### src/rtl/image_ram_arb_pkg.sv
`default_nettype none
// ============================================================================
// Package     : image_ram_arb_pkg
// Description : Shared types and limits for the IMAGE_RAM arbiter slice.
//               Holds the requester/owner encoding, the default bus widths
//               and the supported READ_LATENCY range.
// Contents    : owner_t enum        {OWN_NONE, OWN_CPU, OWN_EXT}
//               ADDR_W_DEFAULT       default RAM address width
//               DATA_W_DEFAULT       default RAM data width
//               READ_LATENCY_*       default / minimum / maximum read latency
//               clamp_read_latency() folds a latency parameter into range
// Revision    : 1.0 - initial release
// ============================================================================
package image_ram_arb_pkg;

  // Owner of the RAM port for the current cycle. This is also the tag
  // carried along the read-return pipe.
  typedef enum logic [1:0] {
    OWN_NONE = 2'd0,
    OWN_CPU  = 2'd1,
    OWN_EXT  = 2'd2
  } owner_t;

  localparam int unsigned ADDR_W_DEFAULT       = 16;
  localparam int unsigned DATA_W_DEFAULT       = 8;
  localparam int unsigned READ_LATENCY_DEFAULT = 1;
  localparam int unsigned READ_LATENCY_MIN     = 1;
  localparam int unsigned READ_LATENCY_MAX     = 2;

  // Only 1- and 2-cycle RAMs exist on this platform. An out-of-range
  // parameter is folded to the nearest legal depth rather than building a
  // zero-length or oversized tag pipe.
  function automatic int unsigned clamp_read_latency(input int unsigned lat);
    if (lat < READ_LATENCY_MIN) begin
      return READ_LATENCY_MIN;
    end else if (lat > READ_LATENCY_MAX) begin
      return READ_LATENCY_MAX;
    end else begin
      return lat;
    end
  endfunction

endpackage : image_ram_arb_pkg
`default_nettype wire

### src/rtl/image_ram_arbiter_ram_read_tag_pipe.sv
`default_nettype none
// ============================================================================
// Module      : ram_read_tag_pipe
// Description : DEPTH-stage shift register of {valid, owner} read tags. A tag
//               enters on the edge where the RAM samples a read address and
//               leaves the last stage in the cycle where RAM_Q carries that
//               read's data. Synchronous active-high reset empties the pipe.
// Ports       : clk_i        clock, rising edge
//               rst_i        synchronous reset, active high
//               tag_valid_i  a read is being issued to the RAM this cycle
//               tag_owner_i  requester that issued it
//               tag_valid_o  last stage holds a read whose data is on RAM_Q
//               tag_owner_o  requester of that read
//               any_valid_o  at least one read is still in flight
// Revision    : 1.0 - initial release
// ============================================================================
module ram_read_tag_pipe
  import image_ram_arb_pkg::*;
#(
  parameter int unsigned DEPTH = 1
) (
  input  logic   clk_i,
  input  logic   rst_i,
  input  logic   tag_valid_i,
  input  owner_t tag_owner_i,
  output logic   tag_valid_o,
  output owner_t tag_owner_o,
  output logic   any_valid_o
);

  logic [DEPTH-1:0] valid_q;
  owner_t           owner_q [DEPTH];

  always_ff @(posedge clk_i) begin
    if (rst_i) begin
      for (int i = 0; i < DEPTH; i++) begin
        valid_q[i] <= 1'b0;
        owner_q[i] <= OWN_NONE;
      end
    end else begin
      valid_q[0] <= tag_valid_i;
      owner_q[0] <= tag_owner_i;
      for (int i = 1; i < DEPTH; i++) begin
        valid_q[i] <= valid_q[i-1];
        owner_q[i] <= owner_q[i-1];
      end
    end
  end

  assign tag_valid_o = valid_q[DEPTH-1];
  assign tag_owner_o = owner_q[DEPTH-1];
  assign any_valid_o = |valid_q;

endmodule : ram_read_tag_pipe
`default_nettype wire

### src/rtl/image_ram_arbiter.sv
`default_nettype none
// ============================================================================
// Module      : image_ram_arbiter
// Description : Shares the single-port IMAGE_RAM between the CPU data port
//               and the EXT port (image loader / result readout). One access
//               per cycle using a req/gnt handshake; read data is routed back
//               to the requester that issued the read.
// Config      : ARB_ROUND_ROBIN_EN - when defined, simultaneous eligible
//               requests go to the requester that was not granted last.
//               When undefined, CPU has fixed priority.
// Ports       : MAIN_CLOCK / RESET        clock, synchronous active-high reset
//               CPU_REQ/WE/ADDR/WDATA     CPU request fields (held until GNT)
//               CPU_GNT                   CPU access on the RAM this cycle
//               CPU_RVALID / CPU_RDATA    CPU read return
//               EXT_*                     same set for the EXT requester
//               RAM_ADDRESS/DATA/WREN     to IMAGE_RAM
//               RAM_Q                     from IMAGE_RAM
//               BUSY                      grant active or read in flight
// Revision    : 1.0 - initial release
// ============================================================================
module image_ram_arbiter
  import image_ram_arb_pkg::*;
#(
  parameter int unsigned ADDR_W       = ADDR_W_DEFAULT,
  parameter int unsigned DATA_W       = DATA_W_DEFAULT,
  parameter int unsigned READ_LATENCY = READ_LATENCY_DEFAULT
) (
  input  logic              MAIN_CLOCK,
  input  logic              RESET,
  // CPU data port
  input  logic              CPU_REQ,
  input  logic              CPU_WE,
  input  logic [ADDR_W-1:0] CPU_ADDR,
  input  logic [DATA_W-1:0] CPU_WDATA,
  output logic              CPU_GNT,
  output logic              CPU_RVALID,
  output logic [DATA_W-1:0] CPU_RDATA,
  // EXT port
  input  logic              EXT_REQ,
  input  logic              EXT_WE,
  input  logic [ADDR_W-1:0] EXT_ADDR,
  input  logic [DATA_W-1:0] EXT_WDATA,
  output logic              EXT_GNT,
  output logic              EXT_RVALID,
  output logic [DATA_W-1:0] EXT_RDATA,
  // IMAGE_RAM side
  output logic [ADDR_W-1:0] RAM_ADDRESS,
  output logic [DATA_W-1:0] RAM_DATA,
  output logic              RAM_WREN,
  input  logic [DATA_W-1:0] RAM_Q,
  // status
  output logic              BUSY
);

  localparam int unsigned RL_C = clamp_read_latency(READ_LATENCY);

  // Registered access: owner plus the winner's latched request fields.
  owner_t              owner_q;
  owner_t              owner_d;
  logic                wren_q;
  logic [ADDR_W-1:0]   addr_q;
  logic [DATA_W-1:0]   data_q;

  // Registered read return.
  logic                cpu_rvalid_q;
  logic                ext_rvalid_q;
  logic [DATA_W-1:0]   rdata_q;

  logic                cpu_elig;
  logic                ext_elig;

  logic                tag_valid;
  owner_t              tag_owner;
  logic                tags_in_flight;

`ifdef ARB_ROUND_ROBIN_EN
  owner_t              last_q;
`endif

  // A requester whose GNT is high this cycle still shows the REQ/fields of
  // the access being issued now; it may only present its next request from
  // the following edge on, so it sits out the edge that ends its GNT cycle.
  assign cpu_elig = CPU_REQ & (owner_q != OWN_CPU);
  assign ext_elig = EXT_REQ & (owner_q != OWN_EXT);

  always_comb begin
    owner_d = OWN_NONE;
    if (cpu_elig && ext_elig) begin
`ifdef ARB_ROUND_ROBIN_EN
      owner_d = (last_q == OWN_CPU) ? OWN_EXT : OWN_CPU;
`else
      owner_d = OWN_CPU;
`endif
    end else if (cpu_elig) begin
      owner_d = OWN_CPU;
    end else if (ext_elig) begin
      owner_d = OWN_EXT;
    end
  end

  // Arbitration edge: latch the winner. With no winner, address/data hold
  // their previous values and only the write enable is dropped.
  always_ff @(posedge MAIN_CLOCK) begin
    if (RESET) begin
      owner_q <= OWN_NONE;
      wren_q  <= 1'b0;
      addr_q  <= '0;
      data_q  <= '0;
    end else begin
      owner_q <= owner_d;
      case (owner_d)
        OWN_CPU: begin
          wren_q <= CPU_WE;
          addr_q <= CPU_ADDR;
          data_q <= CPU_WDATA;
        end
        OWN_EXT: begin
          wren_q <= EXT_WE;
          addr_q <= EXT_ADDR;
          data_q <= EXT_WDATA;
        end
        default: begin
          wren_q <= 1'b0;
        end
      endcase
    end
  end

`ifdef ARB_ROUND_ROBIN_EN
  // After reset the CPU is treated as "not last", so it wins the first tie.
  always_ff @(posedge MAIN_CLOCK) begin
    if (RESET) begin
      last_q <= OWN_EXT;
    end else if (owner_d != OWN_NONE) begin
      last_q <= owner_d;
    end
  end
`endif

  // The tag enters the pipe on the edge the RAM samples the read address
  // and emerges in the cycle where RAM_Q is valid for that read.
  ram_read_tag_pipe #(
    .DEPTH       (RL_C)
  ) u_tag_pipe (
    .clk_i       (MAIN_CLOCK),
    .rst_i       (RESET),
    .tag_valid_i ((owner_q != OWN_NONE) & ~wren_q),
    .tag_owner_i (owner_q),
    .tag_valid_o (tag_valid),
    .tag_owner_o (tag_owner),
    .any_valid_o (tags_in_flight)
  );

  // RAM_Q is captured together with the steering tag, so RVALID and RDATA
  // are clean registered outputs one cycle after the tag leaves the pipe.
  always_ff @(posedge MAIN_CLOCK) begin
    if (RESET) begin
      cpu_rvalid_q <= 1'b0;
      ext_rvalid_q <= 1'b0;
      rdata_q      <= '0;
    end else begin
      cpu_rvalid_q <= tag_valid & (tag_owner == OWN_CPU);
      ext_rvalid_q <= tag_valid & (tag_owner == OWN_EXT);
      if (tag_valid) begin
        rdata_q <= RAM_Q;
      end
    end
  end

  assign CPU_GNT     = (owner_q == OWN_CPU);
  assign EXT_GNT     = (owner_q == OWN_EXT);
  assign RAM_ADDRESS = addr_q;
  assign RAM_DATA    = data_q;
  assign RAM_WREN    = wren_q;

  // Both return buses carry the same data; only RVALID says whose it is.
  assign CPU_RVALID  = cpu_rvalid_q;
  assign EXT_RVALID  = ext_rvalid_q;
  assign CPU_RDATA   = rdata_q;
  assign EXT_RDATA   = rdata_q;

  assign BUSY        = (owner_q != OWN_NONE) | tags_in_flight;

endmodule : image_ram_arbiter
`default_nettype wire
### config.mk
export PLATFORM = sky130hd
export DESIGN_NAME = image_ram_arbiter
export DESIGN_NICKNAME = d
export VERILOG_FILES = /design/src/rtl/image_ram_arb_pkg.sv /design/src/rtl/image_ram_arbiter_ram_read_tag_pipe.sv /design/src/rtl/image_ram_arbiter.sv
export SDC_FILE = /design/constraint.sdc
export NUM_CORES = 1
export LEC_CHECK = 0
export BUFFER_PORTS_ARGS = -buffer_cell sky130_fd_sc_hd__buf_2
export CORE_ASPECT_RATIO = 1.1
export CORE_MARGIN = 3
export CORE_UTILIZATION = 38
export DETAILED_ROUTE_END_ITERATION = 10
export GPL_TIMING_DRIVEN = 0
export PLACE_DENSITY = 0.78
export SYNTH_ARGS = -nofsm -noshare
export SYNTH_HDL_FRONTEND = slang
export SYNTH_SLANG_ARGS = --single-unit
### constraint.sdc
create_clock -name MAIN_CLOCK -period 1.3 [get_ports MAIN_CLOCK]
set_input_delay 0.13 -clock MAIN_CLOCK [delete_from_list [all_inputs] [get_ports MAIN_CLOCK]]
set_output_delay 0.13 -clock MAIN_CLOCK [all_outputs]
set_load 0.05 [all_outputs]
# [Word-level counts from Yosys, hierarchy flattened]
# Memory sizes are Yosys's and may differ from the RTL's.
# Cells that the tools add are included.
# W data, S select, Z words.
[totals] register_bits=38 ram_bits=2 inputBits=62 output_inout_bits=46 word_cells=39 mem_count=1
[classes] eq_ne=8 muxes=11 bitwise_logic=7 reduce_logical=4
[mem_list] memory="u_tag_pipe.owner_q" words=1 width=2 rd=1 rd_clocked_by_memory_dff=0 wr=1 line="image_ram_arbiter_ram_read_tag_pipe.sv:32" source="owner_t owner_q [DEPTH];"
[op_table] cell="$pmux W16 S2" n=1
[op_table] cell="$pmux W8 S2" n=1
[op_table] cell="$mux W2" n=4
[op_table] cell="$eq A2 B1 Y1 const B" n=3
[op_table] cell="$eq A2 B2 Y1 const B" n=3
[op_table] cell="$and A1 B1 Y1" n=5
[op_table] cell="$mux W1" n=4
[op_table] cell="$reduce_bool A2 Y1" n=2
[op_table] cell="$ne A2 B1 Y1 const B" n=1
[op_table] cell="$ne A2 B2 Y1 const B" n=1
[op_table] cell="$pmux W1 S2" n=1
[op_table] cell="$reduce_or A2 Y1" n=1
[op_table] cell="$logic_and A1 B1 Y1" n=1
[op_table] cell="$not A1 Y1" n=1
[op_table] cell="$or A1 B1 Y1" n=1

# [Logic depth before layout (Yosys ltp)]
[logic_depth] ltp_word=7 ltp_mapped=6 depth_no_buf=4

# [Hierarchy]
# Synthesis repeated with hierarchy kept, for this count alone.
[unflattened] cells_unflattened=232 area_unflattened_um2=2018.2
[modules_own_cells] mod="image_ram_arbiter" instances=1 cells_per_inst=225 area_per_inst_um2=1931.9
[modules_own_cells] mod="ram_read_tag_pipe" instances=1 cells_per_inst=7 area_per_inst_um2=86.3

# [Worst setup path after synthesis]
# No wires, ideal clock.
[synth_timing] path_type="register -> register" startpoint="register owner_q[1]" endpoint="register addr_q[10] (netlist: RAM_ADDRESS[10])" t_arrival_ns=1.404 slack_ns=-0.222 path_stages_with_launch=7 n_path_buf=2 synth_period_minus_slack_ns=1.522 path_cell_list="dfxtp_1 nor2b_4 and2_4 or2_1 buf_6 buf_12 o2bb2ai_2"
[synth_via] elab_chain_cells=7
[synth_rtl] element="start, declared" line="image_ram_arbiter.sv:58" source="owner_t owner_q;"
[synth_rtl] element="start signal, assigned" line="image_ram_arbiter.sv:110" source="owner_q <= owner_d;"
[synth_rtl] element="$ne A2 B2 Y1" line="image_ram_arbiter.sv:84" source="assign ext_elig = EXT_REQ & (owner_q != OWN_EXT);"
[synth_rtl] element="$and A1 B1 Y1" line="image_ram_arbiter.sv:84"
[synth_rtl] element="$mux W2" line="image_ram_arbiter.sv:96" source="end else if (ext_elig) begin"
[synth_rtl] element="$mux W2" line="image_ram_arbiter.sv:94" source="end else if (cpu_elig) begin"
[synth_rtl] element="$mux W2 (*)" line="image_ram_arbiter.sv:88" source="if (cpu_elig && ext_elig) begin"
[synth_rtl] element="$eq A2 B2 Y1 / $eq A2 B1 Y1 (equally long branches)" line="image_ram_arbiter.sv:111" source="case (owner_d)"
[synth_rtl] element="$pmux W16 S2 / $reduce_bool A2 Y1 (equally long branches)"
[synth_rtl] element="end signal, assigned" line="image_ram_arbiter.sv:107" source="addr_q <= '0;"
[synth_rtl] element="end signal, assigned" line="image_ram_arbiter.sv:114" source="addr_q <= CPU_ADDR;"
[synth_rtl] element="end signal, assigned" line="image_ram_arbiter.sv:119" source="addr_q <= EXT_ADDR;"
[synth_rtl] element="end, declared" line="image_ram_arbiter.sv:61" source="logic [ADDR_W-1:0] addr_q;"
# Every way passes the cells marked *; elsewhere a longest branch is shown, timed or not.
# A chain may end at the register's enable or synchronous reset.

# [Worst setup path after layout]
[layout_timing] startpoint="register owner_q[0]" endpoint="output port CPU_GNT"
[layout_via] elab_chain_cells=1
[layout_rtl] element="$eq A2 B1 Y1" line="image_ram_arbiter.sv:170" source="assign CPU_GNT = (owner_q == OWN_CPU);"
[layout_rtl] element="end, declared" line="image_ram_arbiter.sv:35" source="output logic CPU_GNT,"
# Every way passes these cells.

==> out/metrics.yaml <==
worst_setup_path:
  crit_arrival_ps: 1250
  crit_required_ps: 1170
  critPathMaxFanout: 6
  cp-start-kind: "register"
  max_stage_delay_ps: 380
  crit_path_cell_trace: "nor2b_4 -> buf_8 -> buf_8 -> buf_8"
  crit_path_end_kind: "primary output"
  crit_slowest_cell: "dfxtp_4"
  crit_top_cell: "buf_8"
  crit_type: "reg2out"
synth:
  synth_nets: 241
  async_flop_share_pct: 0
  synth-seq-cells: 40
  postSynthAreaPerCell_um2: 10.9
  synth_most_common_cell: "dfxtp_1"
  synthTopCellsByCount: "40 x dfxtp_1, 25 x nor3b_1, 24 x a31oi_1"
  synth_area_um2: 1940
  synth_edf_count: 0
  seq_area_frac_synth_pct: 41.2
  netlist.area_leader.share_pct: 41.2
  ys_warn_count: 0
  synth-main-ff-cell: "dfxtp_1"
  ys_top_cells_by_area: "dfxtp_1 41%, o2bb2ai_2 15%, nor3b_1 9.7%, a31oi_1 7.7%, mux2i_1 4.1%"
  syn_inst: 179
  synth.distinct_cells: 27
  yosys.area.top_type: "dfxtp_1"
clock_network:
  clock_path_buffers: 2
  cts.htree.levels: 2
  clock_sinks: 40
  cts_tree: "built"
  clock_latency_ps: 300
  path_clk_slew_ps: 80
  cts_made_buffers: 5
  clk_root_buffer_cell: "clkbuf_8"
sta:
  worst_pin_slew_ps: 630
  fin_worst_skew_ps: 7.86
  slew_headroom_pct: 58.0
  slew_violations: 0
  hold-worst-slack_ps: 65.6
  finalWorstPathRequiredPeriod_ps: 1380
  setup_viol_count_final: 27
  fin_crit_sh_pct: 106
  rsz0062_at_grt: "yes"
  final_hold_viol_count: 0
  layout_setup_ws_ps: -76.5
  achievable-frequency_mhz: 726
  tns_ps: -818
power_and_ir_drop:
  peakVddDrop_uv: 525
  power.total_mw: 3.47
  power.density_nw_per_um2: 1130
  p_leak_nw: 1.38
global_route:
  grt_max_degree: 14
  antenna_found_initial: 0
  grt_overflow: 0
  grt_pass1_wl_mm: 8.26
  grt_pass1_vias: 1719
  grtUsageTotal_pct: 18.0
floorplanning:
  coreArea_um2: 4780
  start_util_pct: 40.6
  num_rows: 26
  num_io_pins: 108
  dieWidth_um: 74.2
  dieArea_um2: 6010
  die_y_um: 81
layout:
  antenna_cells: 0
  nets: 364
  seqCellArea_um2: 808
  multi_input_area_um2: 1120
  post-route-util_pct: 64.3
  fill_cells: 383
  drive_above_1_share_pct: 63.7
  syn2layout_area_growth_pct: 58.2
placed_design:
  place_ws_ps: -221
  dp_hpwl_mm: 3.97
  gp_congestion: 0.788
  port_buffers: 105
routing:
  wl_per_cell_um: 16.1
  wl_mm: 5.80
  drt_iter0_markers: 86
  vias: 1844
  dr.pass1.iters: 4
  drc_errors: 0
  avgViaCountPerCell: 5.14
  ant_nets: 0
worst_hold_path:
  min_path_type: "in2reg"
outcome:
  outcome: "complete, but fails checks"
  violations: "setup timing"
flow_run:
  drv_cap: 0
## cell usage in the layout, fill, tap and decap left out, types with 2 or more instances in the layout
master     count
buf_2        107
dfxtp_1       38
a31oi_1       20
o2bb2ai_2     18
nor3b_1       15
nor2_1        13
buf_4         13
nor3b_2       10
mux2i_1        8
o2bb2ai_4      6
buf_8          5
clkbuf_1       5
clkbuf_8       5
buf_6          4
buf_12         4
a31oi_2        4
clkbuf_16      3
nor2b_4        2
inv_2          2
a21oi_1        2
nor4bb_1       2
dfxtp_4        2
## cell type report
type | instances | share of cell area [%]
repair buffers | 116 | 23.3
clock buffers | 5 | 2.24
plain buffers | 26 | 7.73
flip-flops and latches | 40 | 26.3
multi-input cells | 110 | 36.4
clock inverters | 3 | 1.38
inverters | 3 | 0.366
well taps | 56 | 2.28
## timing repair
| action | CTS | global route |
|---|---|---|
| resized for setup | 17 | 29 |
| pin swaps | 3 | 8 |
| buffers inserted | 4 | 3 |
| endpoints found under the hold margin | 0 | 0 |
| hold buffers | 0 | 0 |
| setup endpoints to repair | 28 | 27 |
| gates cloned | 1 | 3 |
## metal layers
layer	GRT usage [%]	share of wire (%)
met2	30.9	51
met1	21.3	41
met4	8.33	2.4
met3	3.71	5.7
met5	0	0
## path summary, 6_finish.rpt
kind,start,to,slack (ps),depth (start not counted)
setup / recovery,owner_q[0],CPU_GNT,-80,4
hold / removal,RAM_Q[2],CPU_RDATA[2],70,3
setup reg to reg,owner_q[0],RAM_ADDRESS[4],-50,7
hold reg to reg,u_tag_pipe.owner_q[0][1],CPU_RVALID,420,1
## through the flow
| step | area (um2) | instances |
|---|---|---|
| after floorplan | 1950 | 179 |
| after global placement | 2550 | 340 |
| after detailed placement | 2550 | 340 |
| after CTS | 2800 | 353 |
| after global routing | 3070 | 359 |
| final | 3070 | 359 |
## power breakdown
part | switching [mW] | total, mW | internal, mW | leakage (nW)
registers | 0.0662 | 1.37 | 1.31 | 0.330
logic | 0.656 | 1.07 | 0.416 | 0.996
clock network | 0.458 | 1.03 | 0.568 | 0.0541
total | 1.18 | 3.47 | 2.29 | 1.38
## cell families (layout without fill, tap and decap cells)
logic type	count (synthesis)	in the layout	synth area share [%]
AND/OR/NAND/NOR	49	49	16.4
AO/OA/AOI/OAI	53	53	27.4
flip-flops	40	40	41.2
multiplexers	8	8	4.12
buffers and inverters	29	153	10.9
## state kept, by name, summed over array words and instances (netlist names)
name                    cells
CPU_RVALID                  1
owner_q                     2
CPU_RDATA                   8
u_tag_pipe.owner_q          2
RAM_WREN                    1
RAM_ADDRESS                16
u_tag_pipe.any_valid_o      1
EXT_RVALID                  1
RAM_DATA                    8
## critical path, delay by kind of cell (launching register included)
| family | cells | cell delay (ps) |
|---|---|---|
| buffers and inverters | 3 | 410 |
| DFF | 1 | 380 |
| and+or+nand+nor | 1 | 160 |
Power figures use the tool's default switching activity.
